==> src/rtl/apb_pkg.sv <==
// apb_pkg: shared APB state type and default bus widths
package apb_pkg;
  typedef enum logic [1:0] {IDLE, SETUP, ACCESS} apb_state_t;
  localparam int APB_ADDR_W = 32;
  localparam int APB_DATA_W = 32;
endpackage

==> src/rtl/apb_main_sys_if.sv <==
// apb_main_sys_if: request side of the subsystem (direction, address, data in; read data out)
interface apb_main_sys_if #(
  parameter int ADDR_W = apb_pkg::APB_ADDR_W,
  parameter int DATA_W = apb_pkg::APB_DATA_W
);
  logic              pwrite;
  logic [ADDR_W-1:0] paddressi;
  logic [DATA_W-1:0] pdatai;
  logic [DATA_W-1:0] prdata;
  modport master (output pwrite, paddressi, pdatai, input prdata);
  modport slave  (input pwrite, paddressi, pdatai, output prdata);
endinterface

==> src/rtl/apb_slave_mem.sv <==
// apb_slave_mem: zero-wait-state APB register memory with a registered read-data port
module apb_slave_mem #(
  parameter int ADDR_W    = 32,
  parameter int DATA_W    = 32,
  parameter int MEM_DEPTH = 16
) (
  input  logic              pclk,
  input  logic              prst,
  input  logic              psel,
  input  logic              penable,
  input  logic              pwrite,
  input  logic [ADDR_W-1:0] paddr,
  input  logic [DATA_W-1:0] pwdata,
  output logic              pready,
  output logic [DATA_W-1:0] prdata
);
  localparam int IW = $clog2(MEM_DEPTH);
  logic [DATA_W-1:0] mem [MEM_DEPTH];
  logic [IW-1:0]     idx;
  logic              unused_hi;
  assign idx       = paddr[IW-1:0];
  // upper address bits alias onto the same words
  assign unused_hi = ^paddr[ADDR_W-1:IW];
  assign pready    = psel & penable;
  always_ff @(posedge pclk)
    if (prst) begin
      for (int i = 0; i < MEM_DEPTH; i++) mem[i] <= '0;
      prdata <= '0;
    end else if (psel && penable && pwrite) mem[idx] <= pwdata;
    else if (psel && penable) prdata <= mem[idx];
endmodule

==> src/rtl/apb_main_sys.sv <==
// apb_main_sys: free-running APB master FSM feeding an internal register-memory slave
module apb_main_sys
  import apb_pkg::*;
#(
  parameter int ADDR_W    = APB_ADDR_W,
  parameter int DATA_W    = APB_DATA_W,
  parameter int MEM_DEPTH = 16
) (
  input logic           pclk,
  input logic           prst,
  apb_main_sys_if.slave bus
);
  apb_state_t        state;
  logic              psel, penable, pwr, pready;
  logic [ADDR_W-1:0] paddr;
  logic [DATA_W-1:0] pwdata;
  // request is captured only on entry to SETUP; ACCESS keeps it frozen
  always_ff @(posedge pclk)
    if (prst) begin
      state   <= IDLE;
      psel    <= 1'b0;
      penable <= 1'b0;
      pwr     <= 1'b0;
      paddr   <= '0;
      pwdata  <= '0;
    end else if (state == SETUP) begin
      state   <= ACCESS;
      penable <= 1'b1;
    end else if (state == IDLE || pready) begin
      state   <= SETUP;
      psel    <= 1'b1;
      penable <= 1'b0;
      pwr     <= bus.pwrite;
      paddr   <= bus.paddressi;
      pwdata  <= bus.pdatai;
    end
  apb_slave_mem #(.ADDR_W(ADDR_W), .DATA_W(DATA_W), .MEM_DEPTH(MEM_DEPTH)) u_mem (
    .pclk    (pclk),
    .prst    (prst),
    .psel    (psel),
    .penable (penable),
    .pwrite  (pwr),
    .paddr   (paddr),
    .pwdata  (pwdata),
    .pready  (pready),
    .prdata  (bus.prdata)
  );
endmodule

==> src/flat_wrapper.sv <==
// flat-port wrapper written by rule: the top's interface ports become plain ports
module apb_main_sys_flat import apb_pkg::*;
#(
  parameter int ADDR_W    = APB_ADDR_W,
  parameter int DATA_W    = APB_DATA_W,
  parameter int MEM_DEPTH = 16
)
  (pclk, prst, bus_pwrite, bus_paddressi, bus_pdatai, bus_prdata);
  apb_main_sys_if #(.ADDR_W(ADDR_W), .DATA_W(DATA_W)) bus_i ();
  input logic pclk;
  input logic prst;
  input wire logic [$bits(bus_i.pwrite)-1:0] bus_pwrite;
  input wire logic [$bits(bus_i.paddressi)-1:0] bus_paddressi;
  input wire logic [$bits(bus_i.pdatai)-1:0] bus_pdatai;
  output wire logic [$bits(bus_i.prdata)-1:0] bus_prdata;
  assign bus_i.pwrite = bus_pwrite;
  assign bus_i.paddressi = bus_paddressi;
  assign bus_i.pdatai = bus_pdatai;
  assign bus_prdata = bus_i.prdata;
  apb_main_sys #(.ADDR_W(ADDR_W), .DATA_W(DATA_W), .MEM_DEPTH(MEM_DEPTH)) u_core (.pclk(pclk), .prst(prst), .bus(bus_i));
endmodule
==> config.mk <==
export PLATFORM = sky130hd
export DESIGN_NAME = apb_main_sys_flat
export DESIGN_NICKNAME = d
export VERILOG_FILES = /design/src/rtl/apb_pkg.sv /design/src/rtl/apb_main_sys_if.sv /design/src/rtl/apb_slave_mem.sv /design/src/rtl/apb_main_sys.sv /design/src/flat_wrapper.sv
export SDC_FILE = /design/constraint.sdc
export NUM_CORES = 1
export LEC_CHECK = 0
export CAP_MARGIN = 10
export CORE_UTILIZATION = 50
export DETAILED_ROUTE_END_ITERATION = 8
export GPL_ROUTABILITY_DRIVEN = 0
export PLACE_DENSITY_LB_ADDON = 0.05
export SETUP_SLACK_MARGIN = 0.02
export SYNTH_ARGS = -nofsm -noshare
export SYNTH_HDL_FRONTEND = slang
export SYNTH_SLANG_ARGS = --single-unit
==> constraint.sdc <==
create_clock -name pclk -period 2.1 [get_ports pclk]
set_input_delay 0.42 -clock pclk [delete_from_list [all_inputs] [get_ports pclk]]
set_output_delay 0.42 -clock pclk [all_outputs]
set_load 0.005 [all_outputs]
==> out/qor.tcl <==
set qor(outcome) {finished, final reports clean}
set qor(grt_max_degree) 65
set qor(synth_top_cell_area_share_pct) 59.3
set qor(floorplan.initialDensity_pct) 50.6
set qor(synth-seq-cells) 584
set qor(synth-async-reset-ratio_pct) 0
set qor(die_width_um) 230
set qor(number_of_cells_traversed_by_the_worst_hold_path) 3
set qor(rsz0062_at_grt) {yes}
set qor(most_common_cell_in_the_synthesized_netlist) {and2_1}
set qor(design_power_total_uw) 27500
set qor(layout-drive-gt1-share_pct) 15.2
set qor(antenna_violating_nets_post_route) 0
set qor(max_clock_freq_ghz) 0.486
set qor(aggregate_routed_wire_length_mm) 61.8
set qor(area_growth_syn_to_layout_pct) 16.4
set qor(synthesis.area_per_instance_um2) 13.8
set qor(drc) 0
set qor(timing.critical_path.max_delay_family) {buffers and inverters}
set qor(drt-pass1-iter-count) 7
set qor(timing.critical_path.from_type) {flop}
set qor(num_rows) 83
set qor(powerDensity_nw_per_um2) 909
set qor(design.final.nets) 2015
set qor(setup.worst_path.end_class) {output pin}
set qor(report.final.hold_viol_count) 0
set qor(placement.io_buffers) 70
set qor(clk_path_buf_depth) 3
set qor(post-dp-hpwl_mm) 38.5
set qor(crit-reg2reg-capture) {u_core.u_mem.prdata[12]}
set qor(synth_nets) 1943
set qor(yosys_warnings) 0
set qor(number_of_enable_type_register_cells_in_the_synthesized_netlist) 512
set qor(via_count) 14800
set qor(holdPathEnd) {u_core.pwdata[27]}
set qor(netlist_top_cells_area) {edfxtp_1 59%, and2_1 12%, mux2i_1 7.4%}
set qor(grt_pass1_vias) 14600
set qor(regToRegSetupSlack_ps) 90
set qor(clk_transition_reported_paths_ps) 60
set qor(cts-root-buf) {clkbuf_16}
set qor(regToRegStartpoint) {u_core.paddr[1]}
set qor(worst_skew_pair.late_latency_ps) 620
set qor(hold_path_startpoint) {bus_pdatai[27]}
set qor(clock_tree_from_tritoncts) {done}
set qor(hp-class) {in -> reg}
set qor(design.portCount) 99
set qor(yosys-top-cells-count) {513 x and2_1, 512 x edfxtp_1, 192 x mux2i_1}
set qor(post_synth_instance_area_um2) 25900
set qor(worstPathCellList) {clkdlybuf4s50_1}
set qor(crit_required_ps) 1680
set qor(setup_violations) 0
set qor(yosysSeqAreaShare_pct) 64.8
set qor(final_core_util_pct) 58.9
set qor(crit_path_max_incr_delay_ps) 550
set qor(final_worst_path_period_need_ps) 2060
set qor(ir_worst_vdd_v) 0.000751
set qor(cts_max_level) 2
set qor(grt_antenna_before_repair) 0
set qor(die-area_um2) 52800
set qor(worstSetupPathType) {reg -> out}
set qor(synthCells) 1876
set qor(max-cap-violations) 0
set qor(period_share_pct) 97.9
set qor(timing.critical_path.arrival_ps) 1640
set qor(wire_per_inst_um) 23.1
set qor(clock_sink_count) 584
set qor(relSlewSlack_pct) 53.3
set qor(reg2regPathDepth) 6
set qor(yosys_most_used_dff) {edfxtp_1}
set qor(critical_path_buf_inv_count) 1
set qor(cpMaxStageDelayCell) {clkdlybuf4s50_1}
set qor(cellLeakagePower_uw) 0.0107
set qor(track_usage_pct) 23.8
set qor(slew_limit_fails) 0
set qor(first_drt_iteration_drcs) 958
set qor(synth_top_area_cell) {edfxtp_1}
set qor(vias_per_cell) 5.52
set qor(count_of_inserted_antenna_diode_cells) 0
set qor(fp.dieH_um) 230
set qor(max_slew.worst_pin.slew_ps) 700
set qor(first_pass_grt_wire_length_mm) 92.9
set qor(maximum_net_fanout_on_the_critical_path) 2
set qor(remaining_overflow_grt) 0
set qor(fp.coreArea_um2) 51300
set qor(cts_buffers) 61
set qor(worst_clock_skew_ps) 20.4
set qor(netlist-cell-type-count) 35
-- worst max-delay path by stage --
stage | from | endpoint | slack (ps) | cells past startpoint
6_report | u_core.u_mem.prdata[24] | bus_prdata[24] | 40 | 1
5_1_grt | u_core.paddr[0] | u_core.u_mem.prdata[17] | 10 | 6
4_1_cts | u_core.u_mem.prdata[24] | bus_prdata[24] | 40 | 1
3_5_place_dp | prst | u_core.u_mem.mem[2][6] | -20 | 7
3_3_place_gp | prst | u_core.u_mem.mem[2][13] | 20 | 7
2_1_floorplan | prst | u_core.u_mem.mem[14][0] | 20 | 5
-- layer usage --
metal | vias to the layer above | global-route usage [%] | part of all wire, %
li1 | 6911 | - | -
met1 | 7426 | 31.9 | 43
met2 | 334 | 40.2 | 50
met3 | 97 | 3.51 | 4.3
met4 | 0 | 7.49 | 2.8
met5 | - | 0 | 0
-- cells in the final DEF, fill, tap and decap left out, drive strengths merged, types with 18 or more instances in the layout --
master	instances
and2	513
edfxtp	512
mux2i	192
buf	103
clkbuf	83
nor2	82
nand2	79
dfxtp	72
clkdlybuf4s50	69
o22ai	64
a21oi	39
o21ai	33
mux4	32
a221oi	32
a311oi	32
clkinv	18
-- metrics by stage --
stage	cell area (um2)	setup TNS [ps]	worst slack (ps)	instances	hold WS (ps)
after floorplan	26000	0	20.1	1876	452
after global placement	28100	0	22.8	2565	482
after detailed placement	28100	-19.2	-17.7	2565	490
after CTS	30200	0	42.6	2677	324
after global routing	30200	0	12.5	2677	345
final	30200	0	43.6	2677	356
-- cells by family after synthesis --
group                  count (synthesis)  share of synthesized area (%)
AND/OR/NAND/NOR                      703                           15.6
flip-flops                           584                           64.8
multiplexers                         224                           10.2
AO/OA/AOI/OAI                        201                           5.85
buffers and inverters                164                           3.56
-- registers in the layout, indices dropped and copies added (netlist names) --
| signal | cells |
|---|---|
| u_core.u_mem.mem | 512 |
| u_core.pwdata | 32 |
| u_core.u_mem.prdata | 32 |
| u_core.pwr | 1 |
| u_core.paddr | 4 |
| u_core.psel | 1 |
| u_core.state | 2 |
-- layout make-up --
type	count	area (um2)
tap	680	851
multi-input combinational	1128	8300
inverter	1	3.75
clock inverter	29	395
fill	4035	21100
timing repair buffer	172	2110
clock buffer	83	1730
sequential	584	16800
-- timing repair --
| item | in CTS | in global routing |
|---|---|---|
| setup buffers | 0 | 0 |
| resized for setup | 0 | 2 |
| setup endpoints to repair | 0 | 30 |
| hold buffers | 0 | 0 |
-- power breakdown --
group          leakage, uW  switching [uW]  internal [uW]
Clock              0.00104            4430           6950
Combinational      0.00373            1400           1130
Sequential         0.00588             508          13000
No activity file was read; power rests on OpenSTA's default activity.
